[config.mk]
export PLATFORM = sky130hd
export DESIGN_NAME = bg_pixel_gen
export DESIGN_NICKNAME = d
export VERILOG_FILES = /design/src/rtl/bg_pixel_gen.sv
export SDC_FILE = /design/constraint.sdc
export NUM_CORES = 1
export LEC_CHECK = 0
export CAP_MARGIN = 20
export CORE_AREA = 5 5 167 169
export DETAILED_ROUTE_END_ITERATION = 10
export DIE_AREA = 0 0 172 174
export PLACE_DENSITY = 0.89
export SLEW_MARGIN = 10
export SYNTH_ARGS = -nofsm -noshare
export SYNTH_HDL_FRONTEND = slang
export SYNTH_SLANG_ARGS = --single-unit
[constraint.sdc]
create_clock -name clk -period 3.5 [get_ports clk]
set_clock_uncertainty 0.1 [all_clocks]
set_input_delay 0.7 -clock clk [delete_from_list [all_inputs] [get_ports clk]]
set_output_delay 0.7 -clock clk [all_outputs]
set_load 0.02 [all_outputs]
[src/rtl/bg_pixel_gen.sv]
// Background pixel generator: fetches one 240-pixel ROM line per window line during
// horizontal blanking and paints it into a fixed window, outputs registered one clk late.
//
// state  | meaning
// IDLE   | waiting for a vs rise / de fall that starts a window line
// ADDR   | drive rom_addr with the line offset into the window
// WAIT   | hold rom_addr while the ROM produces the line
// LOAD   | capture rom_rd_data into row_buf (skipped if the line already started)
module bg_pixel_gen #(
    parameter int          WIN_X0 = 40,
    parameter int          WIN_Y0 = 12,
    parameter int          WIN_H  = 256,
    parameter logic [23:0] FG_RGB = 24'hFFFFFF,
    parameter logic [23:0] BG_RGB = 24'h000000
) (
    input  logic         clk,
    input  logic         rst_n,
    input  logic         de_in,
    input  logic         hs_in,
    input  logic         vs_in,
    input  logic         grid_en,
    output logic [7:0]   rom_addr,
    input  logic [239:0] rom_rd_data,
    output logic [23:0]  rgb_out,
    output logic         de_out,
    output logic         hs_out,
    output logic         vs_out,
    output logic         in_win
);

    typedef enum logic [1:0] {S_IDLE, S_ADDR, S_WAIT, S_LOAD} state_t;

    localparam logic [12:0] X_LO = 13'(WIN_X0);
    localparam logic [12:0] X_HI = 13'(WIN_X0 + 239);
    localparam logic [12:0] Y_LO = 13'(WIN_Y0);
    localparam logic [12:0] Y_HI = 13'(WIN_Y0 + WIN_H - 1);

    state_t         state_q, state_d;
    logic           vs_prev_q, de_prev_q, armed_q, armed_d;
    logic [11:0]    col_cnt_q, col_cnt_d;
    logic [11:0]    line_cnt_q, line_cnt_d;
    logic [7:0]     rom_addr_q, rom_addr_d;
    logic [239:0]   row_buf_q, row_buf_d;
    logic [23:0]    rgb_q, rgb_d;
    logic           de_q, hs_q, vs_q, in_win_q, in_win_d;

    logic           vs_rise, de_fall, next_in_win, fetch_trig;
    logic           line_win, col_win, pix_bit;
    logic [7:0]     col_off, bit_idx;

    always_comb begin
        vs_rise = vs_in & ~vs_prev_q;
        de_fall = ~de_in & de_prev_q;
        col_cnt_d = de_in ? col_cnt_q + 12'd1 : 12'd0;
        line_cnt_d = line_cnt_q;
        if (vs_rise) begin
            line_cnt_d = 12'd0;
        end else if (de_fall && line_cnt_q != 12'hFFF) begin
            line_cnt_d = line_cnt_q + 12'd1;
        end
        next_in_win = ({1'b0, line_cnt_d} >= Y_LO) && ({1'b0, line_cnt_d} <= Y_HI);
        // Fetches stay disabled after reset until a frame start has been seen.
        armed_d    = armed_q | vs_rise;
        fetch_trig = (vs_rise | de_fall) & armed_d & next_in_win;
    end

    always_ff @(posedge clk or negedge rst_n) begin
        if (!rst_n) begin
            state_q <= S_IDLE;
        end else begin
            state_q <= state_d;
        end
    end

    always_comb begin
        state_d = state_q;
        case (state_q)
            S_IDLE:  if (fetch_trig) state_d = S_ADDR;
            S_ADDR:  state_d = S_WAIT;
            S_WAIT:  state_d = S_LOAD;
            S_LOAD:  state_d = S_IDLE;
            default: state_d = S_IDLE;
        endcase
    end

    always_comb begin
        rom_addr_d = rom_addr_q;
        row_buf_d  = row_buf_q;
        if (state_q == S_ADDR) begin
            rom_addr_d = line_cnt_q[7:0] - 8'(WIN_Y0);
        end
        // A line that began during the fetch keeps showing the old row.
        if (state_q == S_LOAD && !de_in) begin
            row_buf_d = rom_rd_data;
        end
    end

    always_comb begin
        line_win = ({1'b0, line_cnt_q} >= Y_LO) && ({1'b0, line_cnt_q} <= Y_HI);
        col_win  = ({1'b0, col_cnt_q} >= X_LO) && ({1'b0, col_cnt_q} <= X_HI);
        in_win_d = de_in & line_win & col_win;
        col_off  = col_cnt_q[7:0] - 8'(WIN_X0);
        bit_idx  = 8'd239 - col_off;
        pix_bit  = row_buf_q[bit_idx];
        if (!de_in) begin
            rgb_d = 24'h0;
        end else if (grid_en && in_win_d && pix_bit) begin
            rgb_d = FG_RGB;
        end else begin
            rgb_d = BG_RGB;
        end
    end

    always_ff @(posedge clk or negedge rst_n) begin
        if (!rst_n) begin
            vs_prev_q  <= 1'b0;
            de_prev_q  <= 1'b0;
            armed_q    <= 1'b0;
            col_cnt_q  <= 12'd0;
            line_cnt_q <= 12'd0;
            rom_addr_q <= 8'd0;
            row_buf_q  <= '0;
            rgb_q      <= 24'h0;
            de_q       <= 1'b0;
            hs_q       <= 1'b0;
            vs_q       <= 1'b0;
            in_win_q   <= 1'b0;
        end else begin
            vs_prev_q  <= vs_in;
            de_prev_q  <= de_in;
            armed_q    <= armed_d;
            col_cnt_q  <= col_cnt_d;
            line_cnt_q <= line_cnt_d;
            rom_addr_q <= rom_addr_d;
            row_buf_q  <= row_buf_d;
            rgb_q      <= rgb_d;
            de_q       <= de_in;
            hs_q       <= hs_in;
            vs_q       <= vs_in;
            in_win_q   <= in_win_d;
        end
    end

    assign rom_addr = rom_addr_q;
    assign rgb_out  = rgb_q;
    assign de_out   = de_q;
    assign hs_out   = hs_q;
    assign vs_out   = vs_q;
    assign in_win   = in_win_q;

endmodule
# Word-level counts from Yosys, hierarchy flattened
# Cells that the tools add are included.
[word_totals] inputBits=246 register_bits=303
[classes] bitwise=10 magnitude_cmp=7 add_sub_neg=5 n_eq_ne=5 reduce_logical=9 mux=9
[op_table] cell="24-bit 2-to-1 mux" count=2
[op_table] cell="12-bit by 9-bit <= comparator with 1-bit output (second input constant)" count=3
[op_table] cell="12-bit 2-to-1 mux" count=3
[op_table] cell="12-bit by 1-bit adder with 12-bit output (second input constant)" count=2
[op_table] cell="12-bit by 4-bit >= comparator with 1-bit output (second input constant)" count=2
[op_table] cell="12-bit by 6-bit >= comparator with 1-bit output (second input constant)" count=1
[op_table] cell="12-bit inequality test (second input constant)" count=1
[op_table] cell="8-bit by 9-bit less-than comparator with 1-bit output (second input constant)" count=1
[op_table] cell="1-bit binary-select mux with 8-bit select" count=1
[op_table] cell="2-bit one-hot mux with 4 select lines" count=1
[op_table] cell="8-bit by 4-bit subtractor with 8-bit output (second input constant)" count=1
[op_table] cell="8-bit by 6-bit subtractor with 8-bit output (second input constant)" count=1
[op_table] cell="8-bit subtractor (first input constant)" count=1
[op_table] cell="1-bit logical AND" count=7
[op_table] cell="1-bit bitwise AND" count=6
[op_table] cell="2-bit equality test (second input constant)" count=2
[op_table] cell="2-bit by 1-bit equality test with 1-bit output (second input constant)" count=1
[op_table] cell="2-bit logical NOT" count=1
[op_table] cell="2-bit 2-to-1 mux" count=1
[op_table] cell="2-bit inequality test (second input constant)" count=1
[op_table] cell="1-bit inverter" count=2
[op_table] cell="1-bit bitwise OR" count=2
[op_table] cell="1-bit logical NOT" count=1
[op_table] cell="1-bit 2-to-1 mux" count=1

# Logic depth before layout (Yosys ltp)
# Gate-level depths: netlist of the first run.
[logic_depth] depth_word=10 depth_mapped=11 mapped_depth_nobuf=8

# Worst setup path before layout of the first run
# No wires, ideal clock.
[synth_path] kind="register -> register" startpoint="reg line_cnt_q[0]" endpoint="reg state_q[1]" arrival_ns=2.314 slack_ns=0.961 setup_ns=0.125 synth_period_minus_slack_ns=2.539 path_stages_with_launch=9 path_cell_list="dfrtp_1 -> ha_1 -> and4b_1 -> or4_1 -> a21boi_0 -> o2111ai_1 -> xor2_1 -> o21ai_1 -> mux2_2"
[synth_between] elab_chain_cells=8 word_cells_on_any_way=10 classes_between="1 x add/sub; 2 x order compare; 2 x eq/ne; 2 x mux; 1 x bitwise; 2 x reduce/logical"
[synth_rtl] element="start, declared" line_no="41" text="logic [11:0] line_cnt_q, line_cnt_d;"
[synth_rtl] element="start signal, assigned" line_no="133" text="line_cnt_q <= line_cnt_d;"
[synth_rtl] element="branches (longest 2 deep; another with 12-bit by 1-bit adder with 12-bit output)"
[synth_rtl] element="12-bit 2-to-1 mux *" line_no="58" text="end else if (de_fall && line_cnt_q != 12'hFFF) begin"
[synth_rtl] element="12-bit 2-to-1 mux *" line_no="56" text="if (vs_rise) begin"
[synth_rtl] element="12-bit by 4-bit >= comparator with 1-bit output or 12-bit by 9-bit <= comparator with 1-bit output (tied branches)" line_no="61" text="next_in_win = ({1'b0, line_cnt_d} >= Y_LO) && ({1'b0, line_cnt_d} <= Y_HI);"
[synth_rtl] element="1-bit logical AND *" line_no="61"
[synth_rtl] element="1-bit bitwise AND *" line_no="64" text="fetch_trig = (vs_rise | de_fall) & armed_d & next_in_win;"
[synth_rtl] element="2-bit inequality test (no source line) *"
[synth_rtl] element="end signal, assigned" line_no="71" text="state_q <= state_d;"
[synth_rtl] element="end, declared" line_no="38" text="state_t state_q, state_d;"
# Mark *: on every way between the ends.
# A chain may end at the register's enable or synchronous reset.

# Final worst setup path of the first run
# Same ends and word-level chain as after synthesis.

==> summary.md, run 1 <==
| Metric | Value |
|---|---|
| Cell Area, Synth | between 0.01 and 0.015 mm2 |
| Clock sinks | 280 |
| Kind of start point of the critical path | flip-flop |
| Mean Syn Cell Area | 14.4 um2 |
| Crit end category | flip-flop |
| Req. time, crit path | 3820 ps |
| Post-CTS setup buffers | 0 |
| Final Setup Violations | 0 |
| Worst path max stage delay | 630 ps |
| Cell at the slowest stage of the critical path | o311ai_1 |
| Post-route ant nets | 0 |
| R2R cell count | 8 |
| Largest area contributor in the netlist | dfrtp_1 |
| R2r startpoint | line_cnt_q[0]$_DFF_PN0_ |
| Largest net degree at the start of global routing | 123 |
| Layout cells sized above 1 | 0.313 |
| PwrDens | 724 mW/mm2 |
| First-pass GRT wire length | around 54000 um |
| Clk_lat worst skew | 560 ps |
| Core Box Area | 0.0264 mm2 |
| HPWL after detailed placement | 24400 um |
| Synth top area cells | dfrtp_1, mux2_2, mux4_2 |
| Warnings from Yosys | 0 |
| RSZ-0062 raised after global routing | no |
| I/O Buffers | between 200 and 300 |
| Vias in the first global route | 9534 |
| Status | complete, no violations |
| CTS root buffer | clkbuf_16 |
| Post-synthesis cell type count | 56 |
| Worst slack, placed | 146 ps |
| CTS Hold Bufs | 0 |
| Final hold vios | 0 |
| Crit-path max FO | 8 |
| CTS tree | done |
| TNS Setup | 0 ps |
| Hold Crit Class | in -> async |
| Pleak | approximately 7 nW |
| Synth top area share | 0.533 |
| Starting DRT DRC Count | 491 |
| DR vias | between 8k and 9k |
| I/O Pins | 282 |
| Syn_nets | 1172 |
| Row count | 60 |
| Total Wirelength | approximately 34000 um |
| Async SR Flop Fraction | 1.00 |
| Chip height | ~170 um |
| Worst Path Class, Setup | reg -> reg |
| Max Cap Viol | 0 |
| Worst-Margin Slew | approximately 1000 ps |
| DR DRC count | 0 |
| Period utilization | 0.865 |
| Flops & latches, synth | 280 |
| Ys flop type | dfrtp_1 |
| CTS Buf Count | 30 |
| R2r setup slk | about 470 ps |
| Final worst slack | 474 ps |
| Maximum VDD drop | 0.423 mV |
| Post-CTS sizing | 0 |
| Initial antenna violation count | 8 |
| CTS H-tree depth | 1 |
| Period minus WS final | between 3000 and 4000 ps |
| Initial Utilization | 0.498 |
| Slew Limit Fails | 0 |
| CP cell instances | ha_1 -> nand4_1 -> o311ai_1 -> a21boi_0 -> o2111ai_1 -> xor2_1 -> o21ai_1 -> mux2_2 |
| Cells after Synth | 913 |
| WL/cell | 22.2 um |
| CTS Buffer Depth | 3 |
| Relative slew margins | 0.344 |
| Die width | ~170 um |
| Total Nets Final | 1428 |
| Max frequency | 0.330 GHz |
| R2R Path End | state_q[1]$_DFFE_PN0P_ |
| Die outline area | 0.0299 mm2 |
| GPL Wtd Cong | 0.848 |
| EDFF count, synth | 0 |
| Seq/Total Area, Yosys | 0.533 |
| Area grow syn2layout | 31.3% |
| Drt first pass iters | 5 |
| Grt total ovfl | 0 |
| Via/cell ratio | between 5 and 6 |
| CTS clk-pin slew, worst paths | 60 ps |
| Crit path DAT | 3350 ps |
| Gr usage total | 0.228 |
| Fillers | roughly 1.9k |
cell families (layout without fill, tap and decap cells):
kind of cell    Yosys count  after routing  share of synthesized area
flops                   280            280                      0.533
mux                     313            313                      0.318
buf+inv                  89            367                     0.0349
simple gates            118            118                     0.0467
xor+xnor                 25             25                     0.0166
other cells               0              4                          0
fa+ha+maj                13             13                     0.0124
compound gates           75             75                     0.0392
cell type report:
cell class,count,area [um2],area share
Sequential cell,280,7010,0.406
Multi-Input combinational cell,544,5700,0.330
Timing Repair Buffer,302,3050,0.177
Clock buffer,46,892,0.0516
Tap cell,341,427,0.0247
Clock inverter,8,149,0.00862
Inverter,11,41.3,0.00239
Antenna cell,4,10.0,0.000579
per-layer routing:
layer,wire length (um),part of all wire,up-vias,GRT usage
li1,-,-,3865,-
met4,840,0.025,4,0.0603
met1,13200,0.39,4518,0.297
met2,17500,0.51,329,0.385
met5,24,0.00070,-,0
met3,2620,0.077,58,0.0537
where the power goes:
part	internal, W	switching [W]
registers	0.00471	0.000831
logic	0.00239	0.00125
clock network	0.00204	0.00129
sequential cells by signal, summed over array words and instances, names as in the netlist:
signal and flops:
col_cnt_q 12, de_out 1, armed_q 1, rom_addr 8
in_win 1, hs_out 1, rgb_out 1, line_cnt_q 12
row_buf_q 240, vs_out 1, state_q 2
worst max path at each step:
stage	start	to	slack (ps)	cells past startpoint
2_1_floorplan	line_cnt_q[0]$_DFF_PN0_	state_q[1]$_DFFE_PN0P_	960	8
3_3_place_gp	de_in	state_q[1]$_DFFE_PN0P_	190	9
3_5_place_dp	de_in	state_q[1]$_DFFE_PN0P_	150	9
4_1_cts	line_cnt_q[0]$_DFF_PN0_	state_q[1]$_DFFE_PN0P_	500	8
5_1_grt	line_cnt_q[0]$_DFF_PN0_	state_q[1]$_DFFE_PN0P_	250	8
6_report	line_cnt_q[0]$_DFF_PN0_	state_q[1]$_DFFE_PN0P_	470	8
synthesized netlist by cell type (all sizes together) (2+ instances only):
cell,n
a2111oi,2
a211oi,2
a21boi,3
a21oi,18
a221oi,7
a22o,2
a22oi,10
a31oi,3
a41oi,2
and2,13
and3,5
and4,2
and4b,2
buf,36
clkbuf,42
dfrtp,280
ha,13
inv,11
mux2,245
mux2i,10
mux4,58
nand2,32
nand3,8
nand4,6
nor2,24
nor2b,7
nor3,5
o2111ai,2
o21ai,13
o311ai,4
or2,2
or3,2
or4,5
xnor2,19
xor2,6
critical path, delay by kind of cell, from the launching register on:
family                     cells  cell delay [ps]
AOI/OAI and AO/OA              4             1240
xor gates and xnor gates       1              170
adders and majority gates      1              340
DFF                            1              440
muxes                          1              380
and+or+nand+nor                1              220
metrics by stage:
stage	area [um2]	utilization	total power [W]	std cells	hold WS (ps)
6_report	17300	0.654	0.0125	1536	61.4
5_1_grt	17300	0.654	0.0132	1536	111
4_1_cts	17300	0.654	0.0126	1532	79.5
3_5_place_dp	16200	0.614	0.00924	1478	377
3_3_place_gp	16200	0.614	0.00896	1478	349
2_1_floorplan	13200	-	0.00801	913	304
cell usage in the layout (no fill, tap or decap), types with 15 or more instances in the layout:
master,netlist,routed
a21oi_1,18,18
buf_4,27,15
mux2_2,245,245
clkbuf_16,0,31
mux4_2,54,54
nand2_1,32,32
xnor2_1,19,19
nor2_1,24,24
dfrtp_1,280,278
clkdlybuf4s50_1,0,280
Power figures use the tool's default switching activity.
==> run 2: changes to the inputs <==
- SLEW_MARGIN: 10 -> 20
==> results of run 2 <==
Same layout as run 1: the final DEF is identical, and so are final timing and power.
==> run 3: changes to the inputs <==
- SLEW_MARGIN: 20 -> not set
==> results of run 3 <==
Same layout as run 1: the final DEF is identical, and so are final timing and power.
